==> src/rtl/spw_tx_encoder_if.sv <==
// Host-side port bundle of the SpaceWire transmitter: N-char handshake,
// FCT request/acknowledge and time-code tick.
interface spw_tx_encoder_if;
  logic       TX_WRITE;
  logic [8:0] TX_DATA;
  logic       TX_READY;
  logic       FCT_REQ;
  logic       FCT_ACK;
  logic       TICK_IN;
  logic [7:0] TIME_IN;

  modport master (
    output TX_WRITE,
    output TX_DATA,
    output FCT_REQ,
    output TICK_IN,
    output TIME_IN,
    input  TX_READY,
    input  FCT_ACK
  );

  modport slave (
    input  TX_WRITE,
    input  TX_DATA,
    input  FCT_REQ,
    input  TICK_IN,
    input  TIME_IN,
    output TX_READY,
    output FCT_ACK
  );
endinterface

==> src/rtl/spw_tx_encoder.sv <==
// SpaceWire D/S transmitter: selects time-code, FCT, N-char or NULL and shifts it out
// one bit per CLK_EN. Optional N-char counter output when SPWTCR_TX_CHAR_COUNT_EN is defined.
module spw_tx_encoder #(
  parameter logic [7:0] EOP_CODE = 8'h00,
  parameter logic [7:0] EEP_CODE = 8'h01
) (
  input  logic             CLOCK,
  input  logic             RESETn,
  input  logic             CLK_EN,
  input  logic             TX_EN,
  input  logic             SEND_FCT_EN,
  input  logic             SEND_DATA_EN,
  spw_tx_encoder_if.slave  host,
  output logic             DOUT,
  output logic             SOUT
`ifdef SPWTCR_TX_CHAR_COUNT_EN
  ,
  output logic [15:0]      TX_NCHAR_CNT
`endif
);

  // Control payload codes; bit [0] is the first payload bit on the wire.
  localparam logic [1:0] CODE_FCT = 2'b00;
  localparam logic [1:0] CODE_EOP = 2'b10;
  localparam logic [1:0] CODE_EEP = 2'b01;
  localparam logic [1:0] CODE_ESC = 2'b11;

  function automatic logic odd_parity(input logic acc, input logic flag);
    return 1'b1 ^ acc ^ flag;
  endfunction

  // Bit [0] of the returned vector is transmitted first.
  function automatic logic [3:0] ctrl_char(input logic acc, input logic [1:0] code);
    return {code[1], code[0], 1'b1, odd_parity(acc, 1'b1)};
  endfunction

  function automatic logic [9:0] data_char(input logic acc, input logic [7:0] data);
    return {data, 1'b0, odd_parity(acc, 1'b0)};
  endfunction

  logic [13:0] seq_r;
  logic [3:0]  bit_cnt_r;
  logic        acc_r;
  logic        started_r;
  logic        dout_r;
  logic        sout_r;
  logic        ready_r;
  logic        fct_ack_r;
  logic        hold_full_r;
  logic [8:0]  hold_data_r;
  logic        tick_pend_r;
  logic [7:0]  tick_time_r;

  logic [13:0] sel_seq_s;
  logic [3:0]  sel_len_s;
  logic        sel_acc_s;
  logic        sel_tick_s;
  logic        sel_fct_s;
  logic        sel_hold_s;
  logic [1:0]  ctrl_code_s;
  logic        select_s;
  logic        accept_s;
  logic        bit_s;
  logic        sout_next_s;
  logic        hold_full_next_s;

  // Priority selection of the next character (or atomic pair) and its resulting parity state.
  always_comb begin
    sel_seq_s   = 14'h0000;
    sel_len_s   = 4'd0;
    sel_acc_s   = 1'b0;
    sel_tick_s  = 1'b0;
    sel_fct_s   = 1'b0;
    sel_hold_s  = 1'b0;
    ctrl_code_s = CODE_EEP;
    if (started_r && tick_pend_r && SEND_DATA_EN) begin
      // ESC payload XORs to 0, so the following data character sees acc=0.
      sel_seq_s  = {data_char(1'b0, tick_time_r), ctrl_char(acc_r, CODE_ESC)};
      sel_len_s  = 4'd14;
      sel_acc_s  = ^tick_time_r;
      sel_tick_s = 1'b1;
    end else if (started_r && host.FCT_REQ && (SEND_FCT_EN || SEND_DATA_EN)) begin
      sel_seq_s  = {10'h000, ctrl_char(acc_r, CODE_FCT)};
      sel_len_s  = 4'd4;
      sel_acc_s  = 1'b0;
      sel_fct_s  = 1'b1;
    end else if (started_r && hold_full_r && SEND_DATA_EN) begin
      sel_hold_s = 1'b1;
      if (hold_data_r[8]) begin
        if (hold_data_r[7:0] == EOP_CODE) begin
          ctrl_code_s = CODE_EOP;
        end else begin
          ctrl_code_s = CODE_EEP;
        end
        sel_seq_s = {10'h000, ctrl_char(acc_r, ctrl_code_s)};
        sel_len_s = 4'd4;
        sel_acc_s = ctrl_code_s[0] ^ ctrl_code_s[1];
      end else begin
        sel_seq_s = {4'h0, data_char(acc_r, hold_data_r[7:0])};
        sel_len_s = 4'd10;
        sel_acc_s = ^hold_data_r[7:0];
      end
    end else begin
      sel_seq_s = {6'h00, ctrl_char(1'b0, CODE_FCT), ctrl_char(acc_r, CODE_ESC)};
      sel_len_s = 4'd8;
      sel_acc_s = 1'b0;
    end
  end

  // Next emitted bit, its strobe, and holding-register occupancy after this edge.
  always_comb begin
    select_s         = CLK_EN && (bit_cnt_r == 4'd0);
    accept_s         = host.TX_WRITE && ready_r;
    bit_s            = 1'b0;
    sout_next_s      = sout_r;
    hold_full_next_s = hold_full_r;
    if (select_s) begin
      bit_s = sel_seq_s[0];
    end else begin
      bit_s = seq_r[0];
    end
    if (bit_s == dout_r) begin
      sout_next_s = ~sout_r;
    end else begin
      sout_next_s = sout_r;
    end
    if (accept_s) begin
      hold_full_next_s = 1'b1;
    end else if (select_s && sel_hold_s) begin
      hold_full_next_s = 1'b0;
    end else begin
      hold_full_next_s = hold_full_r;
    end
  end

  // Serialiser, holding register, pending tick and handshake outputs.
  always_ff @(posedge CLOCK or negedge RESETn) begin
    if (!RESETn) begin
      seq_r       <= 14'h0000;
      bit_cnt_r   <= 4'd0;
      acc_r       <= 1'b0;
      started_r   <= 1'b0;
      dout_r      <= 1'b0;
      sout_r      <= 1'b0;
      ready_r     <= 1'b0;
      fct_ack_r   <= 1'b0;
      hold_full_r <= 1'b0;
      hold_data_r <= 9'h000;
      tick_pend_r <= 1'b0;
      tick_time_r <= 8'h00;
    end else if (!TX_EN) begin
      seq_r       <= 14'h0000;
      bit_cnt_r   <= 4'd0;
      acc_r       <= 1'b0;
      started_r   <= 1'b0;
      dout_r      <= 1'b0;
      sout_r      <= 1'b0;
      ready_r     <= 1'b0;
      fct_ack_r   <= 1'b0;
      hold_full_r <= 1'b0;
      hold_data_r <= 9'h000;
      tick_pend_r <= 1'b0;
      tick_time_r <= 8'h00;
    end else begin
      fct_ack_r <= 1'b0;
      if (CLK_EN) begin
        dout_r <= bit_s;
        sout_r <= sout_next_s;
        if (select_s) begin
          seq_r     <= {1'b0, sel_seq_s[13:1]};
          bit_cnt_r <= sel_len_s - 4'd1;
          acc_r     <= sel_acc_s;
          started_r <= 1'b1;
          fct_ack_r <= sel_fct_s;
        end else begin
          seq_r     <= {1'b0, seq_r[13:1]};
          bit_cnt_r <= bit_cnt_r - 4'd1;
        end
      end
      hold_full_r <= hold_full_next_s;
      ready_r     <= ~hold_full_next_s;
      if (accept_s) begin
        hold_data_r <= host.TX_DATA;
      end
      // A tick arriving on the consuming edge stays pending.
      if (host.TICK_IN) begin
        tick_pend_r <= 1'b1;
        tick_time_r <= host.TIME_IN;
      end else if (select_s && sel_tick_s) begin
        tick_pend_r <= 1'b0;
      end
    end
  end

`ifdef SPWTCR_TX_CHAR_COUNT_EN
  logic [15:0] nchar_cnt_r;

  // Count of N-chars selected since the transmitter was last enabled.
  always_ff @(posedge CLOCK or negedge RESETn) begin
    if (!RESETn) begin
      nchar_cnt_r <= 16'h0000;
    end else if (!TX_EN) begin
      nchar_cnt_r <= 16'h0000;
    end else if (select_s && sel_hold_s) begin
      nchar_cnt_r <= nchar_cnt_r + 16'h0001;
    end
  end

  assign TX_NCHAR_CNT = nchar_cnt_r;
`endif

  assign DOUT          = dout_r;
  assign SOUT          = sout_r;
  assign host.TX_READY = ready_r;
  assign host.FCT_ACK  = fct_ack_r;

endmodule

==> src/flat_wrapper.sv <==
// flat-port wrapper written by rule: the top's interface ports become plain ports
module spw_tx_encoder_flat 
#(
  parameter logic [7:0] EOP_CODE = 8'h00,
  parameter logic [7:0] EEP_CODE = 8'h01
)
  (CLOCK, RESETn, CLK_EN, TX_EN, SEND_FCT_EN, SEND_DATA_EN, DOUT, SOUT, host_TX_WRITE, host_TX_DATA, host_FCT_REQ, host_TICK_IN, host_TIME_IN, host_TX_READY, host_FCT_ACK);
  spw_tx_encoder_if host_i ();
  input  logic CLOCK;
  input  logic RESETn;
  input  logic CLK_EN;
  input  logic TX_EN;
  input  logic SEND_FCT_EN;
  input  logic SEND_DATA_EN;
  output logic DOUT;
  output logic SOUT;
  input wire logic [$bits(host_i.TX_WRITE)-1:0] host_TX_WRITE;
  input wire logic [$bits(host_i.TX_DATA)-1:0] host_TX_DATA;
  input wire logic [$bits(host_i.FCT_REQ)-1:0] host_FCT_REQ;
  input wire logic [$bits(host_i.TICK_IN)-1:0] host_TICK_IN;
  input wire logic [$bits(host_i.TIME_IN)-1:0] host_TIME_IN;
  output wire logic [$bits(host_i.TX_READY)-1:0] host_TX_READY;
  output wire logic [$bits(host_i.FCT_ACK)-1:0] host_FCT_ACK;
  assign host_i.TX_WRITE = host_TX_WRITE;
  assign host_i.TX_DATA = host_TX_DATA;
  assign host_i.FCT_REQ = host_FCT_REQ;
  assign host_i.TICK_IN = host_TICK_IN;
  assign host_i.TIME_IN = host_TIME_IN;
  assign host_TX_READY = host_i.TX_READY;
  assign host_FCT_ACK = host_i.FCT_ACK;
  spw_tx_encoder #(.EOP_CODE(EOP_CODE), .EEP_CODE(EEP_CODE)) u_core (.CLOCK(CLOCK), .RESETn(RESETn), .CLK_EN(CLK_EN), .TX_EN(TX_EN), .SEND_FCT_EN(SEND_FCT_EN), .SEND_DATA_EN(SEND_DATA_EN), .host(host_i), .DOUT(DOUT), .SOUT(SOUT));
endmodule
==> config.mk <==
export PLATFORM = sky130hd
export DESIGN_NAME = spw_tx_encoder_flat
export DESIGN_NICKNAME = d
export VERILOG_FILES = /design/src/rtl/spw_tx_encoder_if.sv /design/src/rtl/spw_tx_encoder.sv /design/src/flat_wrapper.sv
export SDC_FILE = /design/constraint.sdc
export NUM_CORES = 1
export LEC_CHECK = 0
export BUFFER_PORTS_ARGS = -buffer_cell sky130_fd_sc_hd__buf_4
export CAP_MARGIN = 20
export CORE_MARGIN = 2
export CORE_UTILIZATION = 30
export CTS_CLUSTER_SIZE = 12
export DETAILED_ROUTE_END_ITERATION = 12
export GPL_ROUTABILITY_DRIVEN = 0
export PLACE_DENSITY = 0.49
export SYNTH_ARGS = -nofsm -noshare
export SYNTH_HDL_FRONTEND = slang
export SYNTH_SLANG_ARGS = --single-unit
==> constraint.sdc <==
create_clock -name CLOCK -period 2.5 [get_ports CLOCK]
set_input_delay 0.5 -clock CLOCK [delete_from_list [all_inputs] [get_ports CLOCK]]
set_output_delay 0.5 -clock CLOCK [all_outputs]
set_load 0.01 [all_outputs]
# Word-level counts from Yosys, hierarchy flattened
# Index checks and enable logic that the tools add are counted.
# word_totals
regBits	43
inputBits	26
output_inout_bits	4
word_cells	97
# op_classes
add_sub_neg	2
n_eq_ne	7
mux	55
n_bitwise	4
n_reduce_logical	17
# ops
operator	n
14-bit two-way mux	4
1-bit two-way mux	32
4-bit two-way mux	7
10-bit two-way mux	2
9-bit two-way mux	2
8-bit two-way mux	2
8-bit XOR reduction	2
13-bit two-way mux	1
1-bit logical AND	10
2-bit two-way mux	5
8-bit logical NOT	1
2-bit by 1-bit inequality test with 1-bit output, second input constant	4
4-bit by 1-bit subtractor with 4-bit output, second input constant	2
4-bit logical NOT	1
2-bit AND reduction	2
3-bit by 1-bit inequality test with 1-bit output, second input constant	1
1-bit inverter	3
2-bit inequality test, second input constant	1
1-bit == test	1
1-bit logical OR	1
1-bit bitwise XOR	1

# Longest topological paths before layout
# depth
word_depth	15
depth_mapped	9
mapped_depth_nobuf	9

# Worst setup path before layout
# Ideal clock, no wire load.
# synth_path
path_kind	input to register
start	in CLK_EN
end	reg u_core.bit_cnt_r[2]
setup_time_ps	77
arrival_time_ps	2119
required_time_ps	2423
slack_ps	305
path_stages	8
n_path_buf	0
path_cell_list	or4b_4 nor2_8 nand3_1 o21bai_1 nor2b_1 ha_1 mux2_2 o21ai_1
# synth_via
elab_chain_cells	4
elab_cells_between_ends	5
classes_between	eq/ne (1); mux (3); reduce/logical (1)
# synth_rtl
item	line	rtl
start, declared	flat_wrapper.sv:11	input logic CLK_EN;
1-bit logical AND	spw_tx_encoder.sv:112	select_s = CLK_EN && (bit_cnt_r == 4'd0);
4-bit two-way mux	spw_tx_encoder.sv:169	if (select_s) begin
4-bit two-way mux	spw_tx_encoder.sv:166	if (CLK_EN) begin
4-bit two-way mux	spw_tx_encoder.sv:151	end else if (!TX_EN) begin
end signal, assigned	spw_tx_encoder.sv:171	bit_cnt_r <= sel_len_s - 4'd1;
end signal, assigned	spw_tx_encoder.sv:177	bit_cnt_r <= bit_cnt_r - 4'd1;
end, declared	spw_tx_encoder.sv:42	logic [3:0] bit_cnt_r;
# Several ways; a longest one is shown, not always the timed one. The select of a mux whose other input is x is not followed.
# A chain may end at the register's enable or synchronous reset.

# Worst setup path after layout
# layout_path
start	reg u_core.bit_cnt_r[2]
end	reg u_core.bit_cnt_r[2]
# layout_via
elab_chain_cells	5
elab_cells_between_ends	6
classes_between	add/sub (1); mux (3); reduce/logical (2)
# layout_rtl
item	line
parallel branches: the longest is 2 deep, another holds 4-bit by 1-bit subtractor with 4-bit output	--
4-bit two-way mux (*)	spw_tx_encoder.sv:169
4-bit two-way mux (*)	spw_tx_encoder.sv:166
4-bit two-way mux (*)	spw_tx_encoder.sv:151
# Mark *: on every way between the ends. The select of a mux whose other input is x is not followed.

==> results.ini <==
[outcome]
status = complete, no violations

[routing]
drt_iter0_markers = 81
wl_per_cell_um = 14.08
wirelength_um = 5281
viasPerCell = 4.869
firstDrtPassIters = 5
drcViolationCount = 0
routed-via-count = 1826
ant_nets = 0

[grt]
use_met1_pct = 18.43
top_usage_layer = met2
grt_pass1_wl_um = 8997
grt.total_usage_pct = 13.73
grt_max_degree = 43
use_met2_pct = 22.26
gr-usage-met3_pct = 2.588
grt_pass1_vias = 1797
grt-ovfl-total = 0
antenna_found_initial = 0

[placed_design]
place_hpwl_um = 3745
dp_slack_ns = 0.1706
numPortBuffers = 29

[clock_tree]
cts_buffers = 5
cts_root_buf = clkbuf_8
clk_pin_slew_ns = 0.09
postCtsSetupBuffers = 0
clk_latency_ns = 0.30
h-tree-depth = 2
cts_buffer_depth = 2
cts_hold_buf = 0
clock-sinks = 42
cts_tree = done
ctsResizeCount = 0

[setup_path]
worstPathRequired_ns = 2.72
start_kind = flop
crit_arrival_ns = 2.44
worstSetupPathType = flop to flop
crit_path_max_fanout = 3
cp-end-kind = flop
worstReg2RegStart = u_core.bit_cnt_r[2]$_DFFE_PN0P_
startpoint = u_core.bit_cnt_r[2]$_DFFE_PN0P_

[final_layout]
antennaDiodeCount = 0
nets = 306
layout-drive-gt1-share_pct = 17.39
area_delta_synth_final_pct = 18.49

[sta]
fin_ws_ns = 0.2831
timing.fmax_mhz = 451.1
setup_violations = 0
maxSlewViolCount = 0
slew_headroom_pct = 63.59
fin_crit_ns = 2.217
hold_viol = 0
rsz0062_at_grt = no
fin_setup_tns_ns = 0
worst_pin_slew_ns = 0.5462
finalCritPeriodShare_pct = 88.67
whs_ns = 0.1833
skew_ns = 0.005126

[power]
p_per_area_nw_per_um2 = 567.6
p_leak_nw = 1.191
ir_drop_uv = 196.2
finalPower_mw = 1.511

[floorplanning]
io_pins = 30
dieArea_um2 = 8198
start_util_pct = 30.98
coreArea_um2 = 7253
die_w_um = 90.55
rows = 31
dieHeight_um = 90.55

[synth]
synth_area_um2 = 2247
synth_edf_count = 0
ys.warnings.count = 0
synth_nets = 278
synthArstFlopShare_pct = 100.0
ys_seq_elements = 42
yosys.cell_types.count = 46
avgSynthCellArea_um2 = 9.098
synthCells = 247
yosysSeqAreaShare_pct = 46.77
synth_ff_type = dfrtp_1

[job]
timing.max_cap.violations = 0

[hold_path]
worstHoldPathType = input pin to async pin

==> final timing paths <==
kind | endpoint | slack (ns) | depth (start not counted)
setup / recovery | u_core.bit_cnt_r[2]$_DFFE_PN0P_ | 0.28 | 8
hold / removal | u_core.hold_data_r[5]$_DFFE_PN0P_ | 0.18 | 1
setup reg to reg | u_core.bit_cnt_r[2]$_DFFE_PN0P_ | 0.28 | 8
hold reg to reg | u_core.seq_r[6]$_DFFE_PN0P_ | 0.49 | 2
max in group asynchronous | u_core.seq_r[3]$_DFFE_PN0P_ | 1.94 | 1
min in group CLOCK | u_core.tick_time_r[2]$_DFFE_PN0P_ | 0.44 | 3
==> cells in the final DEF (no fill, tap or decap), types with 2 or more instances in the layout <==
cell type,n
ha_1,5
a311oi_1,3
o21ai_1,3
xnor2_1,9
o211a_1,2
clkbuf_8,5
a211oi_1,2
o211ai_1,2
xor2_1,2
mux2i_1,8
dfrtp_1,42
inv_1,11
and3_1,3
o31ai_1,2
buf_4,35
nand3_1,9
nor2_1,23
o21bai_1,2
o21ai_0,10
nand2b_1,3
a221o_1,4
nor3b_1,3
nor3_1,2
nand2_1,43
o22ai_1,2
a21oi_1,20
==> sequential cells by signal, summed over array words and instances (netlist names) <==
register	flops
u_core.seq_r	13
u_core.hold_data_r	9
u_core.tick_time_r	8
u_core.bit_cnt_r	4
u_core.DOUT	1
u_core.SOUT	1
u_core.acc_r	1
u_core.hold_full_r	1
u_core.host.FCT_ACK	1
u_core.host.TX_READY	1
u_core.started_r	1
u_core.tick_pend_r	1
==> cells in the mapped netlist (all sizes together), types with 2 or more instances <==
cell type,instances,area (um2)
mux2i,8,80.08
ha,5,62.56
xor2,2,17.52
o21bai,2,15.01
nand2,43,161.4
o211ai,3,27.52
o22ai,2,12.51
nor2,24,106.4
o211a,2,20.02
nor3,2,10.01
a211oi,2,15.01
a21oi,20,100.1
nand2b,3,18.77
dfrtp,42,1051
nand3,9,45.04
and3,3,18.77
xnor2,9,78.83
a311oi,3,26.28
o21ai,13,65.06
clkbuf,10,37.54
inv,11,41.29
o31ai,2,15.01
buf,4,23.77
nor3b,3,22.52
a221o,4,40.04
==> metrics by stage <==
stage | utilization, % | cell area, um2 | instances
floorplan | - | 2247 | 247
global placement | 35.47 | 2572 | 367
detailed placement | 35.47 | 2572 | 367
CTS | 36.71 | 2663 | 375
global route | 36.71 | 2663 | 375
finish | 36.71 | 2663 | 375
==> critical path, stage by stage, from the launching register on <==
cell      delay, ns
dfrtp_1        0.41
or4b_4         0.60
nor2_8         0.10
nand3_1        0.12
o21bai_1       0.19
nor2b_1        0.14
ha_1           0.21
mux2_2         0.26
o21ai_1        0.11
==> final cells by class <==
class	count	area, um2
multi-input combinational	180	1094
tap	99	123.9
timing repair buffer	35	262.8
clock inverter	3	21.27
clock buffer	5	68.82
fill	787	4591
sequential	42	1051
inverter	11	41.29
==> cell families after synthesis <==
logic type | Yosys count | share of synthesized area (%)
buffers and inverters | 25 | 4.566
and+or+nand+nor | 95 | 19.93
muxes | 9 | 4.065
DFF | 42 | 46.77
adders and majority gates | 5 | 2.784
AOI/OAI and AO/OA | 60 | 17.59
xor gates and xnor gates | 11 | 4.288
==> power breakdown <==
group	total (mW)	internal, mW	switching, mW
Sequential	0.767	0.724	0.0434
Combinational	0.294	0.138	0.156
Clock	0.450	0.197	0.254
==> routing by layer <==
layer,share of wire (%),vias to the layer above
met1,48,880
met2,47,30
li1,-,912
met3,3.6,4
met4,1.2,0
met5,0,-
Power figures use the tool's default switching activity.
